File: src/rtl/parking_pkg.sv
// Shared types for the parking-lot controller: gate FSM states and the
// debounced {a,b} sensor patterns a car produces while crossing a gate.
package parking_pkg;

   typedef enum logic [2:0] {
      IDLE,
      EN1,
      EN2,
      EN3,
      EX1,
      EX2,
      EX3
   } gate_state_t;

   localparam logic [1:0] P_NONE = 2'b00;
   localparam logic [1:0] P_OUT  = 2'b10;
   localparam logic [1:0] P_BOTH = 2'b11;
   localparam logic [1:0] P_IN   = 2'b01;

endpackage

File: src/rtl/gate_decoder.sv
// One gate: synchronise and debounce the outer/inner sensors, then decode
// the car direction into registered one-cycle enter/exit pulses.
module gate_decoder
   import parking_pkg::*;
#(
   parameter int DB_CYCLES = 500000
) (
   input  logic clk,
   input  logic reset,
   input  logic a,
   input  logic b,
   output logic enter,
   output logic exit
);

   localparam int CW = $clog2(DB_CYCLES);

   logic [1:0]    raw;
   logic [1:0]    sync1;
   logic [1:0]    sync2;
   logic [1:0]    deb;
   logic [CW-1:0] cnt [2];

   gate_state_t state;
   gate_state_t state_next;
   logic        enter_next;
   logic        exit_next;

   assign raw = {a, b};

   // Any sample equal to the accepted level restarts the stability window.
   always_ff @(posedge clk or negedge reset) begin
      if (!reset) begin
         sync1  <= '0;
         sync2  <= '0;
         deb    <= '0;
         cnt[0] <= '0;
         cnt[1] <= '0;
      end else begin
         sync1 <= raw;
         sync2 <= sync1;
         for (int i = 0; i < 2; i++) begin
            if (sync2[i] == deb[i]) begin
               cnt[i] <= '0;
            end else if (cnt[i] == CW'(DB_CYCLES - 1)) begin
               deb[i] <= sync2[i];
               cnt[i] <= '0;
            end else begin
               cnt[i] <= cnt[i] + CW'(1);
            end
         end
      end
   end

   always_comb begin
      state_next = state;
      enter_next = 1'b0;
      exit_next  = 1'b0;
      case (state)
         IDLE: begin
            if (deb == P_OUT)     state_next = EN1;
            else if (deb == P_IN) state_next = EX1;
         end
         EN1: begin
            if (deb == P_BOTH)     state_next = EN2;
            else if (deb != P_OUT) state_next = IDLE;
         end
         EN2: begin
            if (deb == P_IN)       state_next = EN3;
            else if (deb == P_OUT) state_next = EN1;
            else if (deb != P_BOTH) state_next = IDLE;
         end
         EN3: begin
            if (deb == P_BOTH) state_next = EN2;
            else if (deb != P_IN) begin
               state_next = IDLE;
               enter_next = (deb == P_NONE);
            end
         end
         EX1: begin
            if (deb == P_BOTH)    state_next = EX2;
            else if (deb != P_IN) state_next = IDLE;
         end
         EX2: begin
            if (deb == P_OUT)       state_next = EX3;
            else if (deb == P_IN)   state_next = EX1;
            else if (deb != P_BOTH) state_next = IDLE;
         end
         EX3: begin
            if (deb == P_BOTH) state_next = EX2;
            else if (deb != P_OUT) begin
               state_next = IDLE;
               exit_next  = (deb == P_NONE);
            end
         end
         default: state_next = IDLE;
      endcase
   end

   always_ff @(posedge clk or negedge reset) begin
      if (!reset) begin
         state <= IDLE;
         enter <= 1'b0;
         exit  <= 1'b0;
      end else begin
         state <= state_next;
         enter <= enter_next;
         exit  <= exit_next;
      end
   end

endmodule

File: src/rtl/parking_lot_ctrl.sv
// Multi-gate occupancy controller: per-gate direction decoders feeding a
// saturating occupancy counter with registered full/empty flags.
module parking_lot_ctrl #(
   parameter int N_GATES   = 2,
   parameter int CAPACITY  = 99,
   parameter int DB_CYCLES = 500000,
   parameter int COUNT_W   = $clog2(CAPACITY + 1)
) (
   input  logic               clk,
   input  logic               reset,
   input  logic [N_GATES-1:0] a,
   input  logic [N_GATES-1:0] b,
   output logic [COUNT_W-1:0] count,
   output logic               full,
   output logic               empty,
   output logic [N_GATES-1:0] enter,
   output logic [N_GATES-1:0] exit,
   output logic               overflow,
   output logic               underflow
);

   // Headroom for count + up to 8 entries, plus a sign bit.
   localparam int SUM_W = COUNT_W + 5;
   localparam logic signed [SUM_W-1:0] CAP_S = SUM_W'(CAPACITY);

   logic [3:0]               n_enter;
   logic [3:0]               n_exit;
   logic signed [SUM_W-1:0]  next_sum;
   logic [COUNT_W-1:0]       count_next;
   logic                     ovf_next;
   logic                     unf_next;

   for (genvar g = 0; g < N_GATES; g++) begin : g_gate
      gate_decoder #(
         .DB_CYCLES (DB_CYCLES)
      ) u_dec (
         .clk   (clk),
         .reset (reset),
         .a     (a[g]),
         .b     (b[g]),
         .enter (enter[g]),
         .exit  (exit[g])
      );
   end

   // Entries and exits net out before clamping.
   always_comb begin
      n_enter = '0;
      n_exit  = '0;
      for (int i = 0; i < N_GATES; i++) begin
         n_enter = n_enter + 4'(enter[i]);
         n_exit  = n_exit + 4'(exit[i]);
      end
      next_sum   = SUM_W'(count) + SUM_W'(n_enter) - SUM_W'(n_exit);
      count_next = next_sum[COUNT_W-1:0];
      ovf_next   = 1'b0;
      unf_next   = 1'b0;
      if (next_sum[SUM_W-1]) begin
         count_next = '0;
         unf_next   = 1'b1;
      end else if (next_sum > CAP_S) begin
         count_next = COUNT_W'(CAPACITY);
         ovf_next   = 1'b1;
      end
   end

   always_ff @(posedge clk or negedge reset) begin
      if (!reset) begin
         count     <= '0;
         full      <= 1'b0;
         empty     <= 1'b1;
         overflow  <= 1'b0;
         underflow <= 1'b0;
      end else begin
         count     <= count_next;
         full      <= (count_next == COUNT_W'(CAPACITY));
         empty     <= (count_next == '0);
         overflow  <= ovf_next;
         underflow <= unf_next;
      end
   end

endmodule

File: config.mk
export PLATFORM = sky130hd
export DESIGN_NAME = parking_lot_ctrl
export DESIGN_NICKNAME = d
export VERILOG_FILES = /design/src/rtl/parking_pkg.sv /design/src/rtl/gate_decoder.sv /design/src/rtl/parking_lot_ctrl.sv
export SDC_FILE = /design/constraint.sdc
export NUM_CORES = 1
export LEC_CHECK = 0
export BUFFER_PORTS_ARGS = -buffer_cell sky130_fd_sc_hd__buf_2
export CAP_MARGIN = 10
export CORE_MARGIN = 2
export CORE_UTILIZATION = 50
export DETAILED_ROUTE_END_ITERATION = 8
export HOLD_SLACK_MARGIN = 0.05
export PLACE_DENSITY_LB_ADDON = 0.3
export SLEW_MARGIN = 30
export SYNTH_ARGS = -nofsm -noshare
export SYNTH_HDL_FRONTEND = slang
export SYNTH_SLANG_ARGS = --single-unit
File: constraint.sdc
create_clock -name clk -period 7.07 [get_ports clk]
set_input_delay 1.414 -clock clk [delete_from_list [all_inputs] [get_ports clk]]
set_output_delay 1.414 -clock clk [all_outputs]
set_load 0.005 [all_outputs]
==> results by group <==
Status
  • Outcome: finished clean

Cells and area
  • # diodes: 0
  • Final-stage net count: 596
  • Fraction of layout cells with a size suffix above 1: 8.997%
  • Final Util: about 54%
  • Syn-to-layout area delta: 7.014%

Synth
  • Synthesized area: ~5500 µm²
  • Mapped Cells: about 560
  • Ys flop type: dfrtp_1
  • Synth Warn #: 0
  • Post-synth top cells: dfrtp_1, nor2_1, xnor2_1
  • Synth area leaders: dfrtp_1, xnor2_1, nor2_1, xor2_1, nand2_1
  • Unique masters post-synth: 54
  • Syn Area/Cell: 9.828 µm²
  • Sequential share of the synthesized area: 49.67%
  • Post-synth EDFFs: 0
  • Area share of the largest cell type after synthesis: roughly half
  • Synth async-reset ratio: 100.0%
  • Post-Syn Nets: 580
  • Area leader, netlist: dfrtp_1
  • Top-count cell post-synth: dfrtp_1
  • Flops & latches, synth: 109

Floorplanning
  • Row cnt: 38
  • Die H: about 110 µm
  • Die ar.: about 12000 µm²
  • I/O pin count: 21
  • Core area: approximately 11000 µm²
  • Die width: 108.8 µm
  • Initial Util: between 50% and 60%

Routing
  • 1st-iter DRT viols: 146
  • Post-Route WL: 9632 µm
  • Remaining DRCs: 0
  • Vias per cell: 5.311
  • Final ANT Viol Nets: 0
  • Wirelength per Cell: about 13 µm
  • Via count: approximately 3800
  • TritonRoute pass-1 iters: 4

Placement
  • Routability Congestion: 0.8220
  • Port bufs: 20
  • Placed wire-length estimate: between 6000 and 7000 µm

Pwr
  • Static Leak: ~2.5 nW
  • Seq pwr share: 61.2%
  • Internal power: between 0.8 and 0.9 mW
  • Switch share: 22.39%
  • Peak VDD IR: roughly 0.18 mV
  • Power density cells: 177.2 nW/µm²
  • Clk pwr share: a little over a third
  • Comb pwr share: 3.1%
  • NetSw: between 0.2 and 0.25 mW

Worst setup path
  • Worst Path Required: 7360 ps
  • Critical path capture point type: flop
  • CP Launch Type: flop
  • Worst EP arrival: roughly 3800 ps
  • CP Class: flop to flop
  • FF-to-FF path depth: 13
  • Critical path fanouts, max: 6

Min path
  • WHS Path Cells: 0
  • Hold Path Class: flop to flop

Clock network
  • H-tree levels: 3
  • Root Buffer: clkbuf_8
  • Clock Latency Late Sink: ~380 ps
  • Cts repair resizes: 0
  • Post-CTS repair timing setup buffer count: 0
  • Cts hold-fix bufs: 0
  • Clk sinks: about 110
  • Clock Tree Buf Depth: 2
  • CTS tree: built
  • Num CTS Buffers: 9
  • Clk slew on worst S/H paths: 90 ps

STA
  • Tightest Pin Transition: about 720 ps
  • Final setup TNS: 0 ps
  • Finish-stage setup viols: 0
  • RSZ-0062 raised after global routing: false
  • Final worst path period share: ~49%
  • Fin. Hold Viols: 0
  • Pins Over Slew Limit: 0
  • Minimum clock period: ~3500 ps
  • Relative slew margins: roughly 52%
  • Peak Freq: 289.1 MHz
  • Hold Slack: 352.7 ps
  • Layout Skew: between 10 and 15 ps

GRT
  • First-pass GRT wire length: between 15000 and 20000 µm
  • GRT Residual Overflow: 0
  • Initial antenna violation count: 0
  • Largest net degree at the start of global routing: 60
  • Vias in the first global route: between 3000 and 4000
  • Gr usage total: a little under a fifth

Job
  • Max cap viols: 0
[power groups by stage]
stage | logic (mW) | registers, mW | clock network [mW]
5_1_grt | 0.0394 | 0.639 | 0.413
2_1_floorplan | 0.0172 | 0.649 | 0
3_5_place_dp | 0.0335 | 0.650 | 0
3_3_place_gp | 0.0325 | 0.650 | 0
4_1_cts | 0.0335 | 0.638 | 0.390
6_report | 0.0318 | 0.638 | 0.372
[worst paths after layout]
check,endpoint,startpoint,slack (ps)
max,count[2]$_DFF_PN0_,g_gate[0].u_dec.exit$_DFF_PN0_,3610
min,g_gate[1].u_dec.sync2[1]$_DFF_PN0_,g_gate[1].u_dec.sync1[1]$_DFF_PN0_,350
max reg2reg,count[2]$_DFF_PN0_,g_gate[0].u_dec.exit$_DFF_PN0_,3610
min reg2reg,g_gate[1].u_dec.sync2[1]$_DFF_PN0_,g_gate[1].u_dec.sync1[1]$_DFF_PN0_,350
max in group asynchronous,overflow$_DFF_PN0_,reset,4860
min in group asynchronous,g_gate[1].u_dec.sync1[0]$_DFF_PN0_,reset,1050
[worst max-delay path: stages (launching register included)]
cell and delay (ps):
dfrtp_1 360, inv_1 60, fa_1 530, inv_1 50, fa_1 350, inv_1 60
ha_1 170, inv_1 60, fa_1 390, nand2b_1 190, a21o_1 260, and4_1 260
o31ai_2 370, nor4b_2 260
[layer usage]
metal	track usage (%)	routed length (µm)	vias to the layer above
li1	-	-	1902
met1	23.12	4459	1856
met2	31.21	4700	43
met3	6.276	322	12
met4	6.136	149	0
met5	0	0	-
[cells by family (layout without fill, tap and decap cells)]
logic type,after synthesis,in the layout,share of synthesized area (%)
simple gates,272,272,25.21
flops,109,109,49.67
xor+xnor,74,74,11.80
buf+inv,49,68,3.826
compound gates,38,38,5.261
fa+ha+maj,15,15,3.826
mux,2,2,0.4099
[through the flow]
stage / cell area (µm²) / std cells / setup slack (ps) / power [mW]
floorplan: 5494 / 559 / 3900 / 0.6660
global placement: 5693 / 704 / 3754 / 0.6823
detailed placement: 5693 / 704 / 3637 / 0.6837
CTS: 5879 / 718 / 3597 / 1.061
global route: 5879 / 718 / 3392 / 1.092
finish: 5879 / 718 / 3611 / 1.042
[layout make-up]
type | count | area [µm²]
Clock buffer | 10 | 137.6
Timing Repair Buffer | 21 | 110.1
Sequential cell | 109 | 2729
Fill cell | 960 | 4913
Tap cell | 140 | 175.2
Inverter | 33 | 123.9
Multi-Input combinational cell | 401 | 2555
Clock inverter | 4 | 48.80
[state kept, by name, summed over array words and instances, names as in the netlist]
name / cells
underflow: 1
full: 1
g_gate.u_dec.state: 6
g_gate.u_dec.sync1: 4
g_gate.u_dec.exit: 2
count: 7
overflow: 1
g_gate.u_dec.deb: 4
empty: 1
g_gate.u_dec.cnt: 76
g_gate.u_dec.enter: 2
g_gate.u_dec.sync2: 4
[placed cells by master, fill, tap and decap left out, types with 4 or more instances in the layout]
master	count
dfrtp_1	108
nor2_1	101
xnor2_1	46
nand2_1	44
inv_1	33
nand3_1	28
xor2_1	28
nor3_1	19
buf_2	19
ha_1	12
nand4_1	11
clkbuf_8	10
and4_1	9
nand2b_1	9
o21ai_0	9
nor4_1	8
nor4b_1	7
and3_1	7
and2_1	6
a21oi_1	5
nor4_2	4
(Power assumes the default switching activity.)
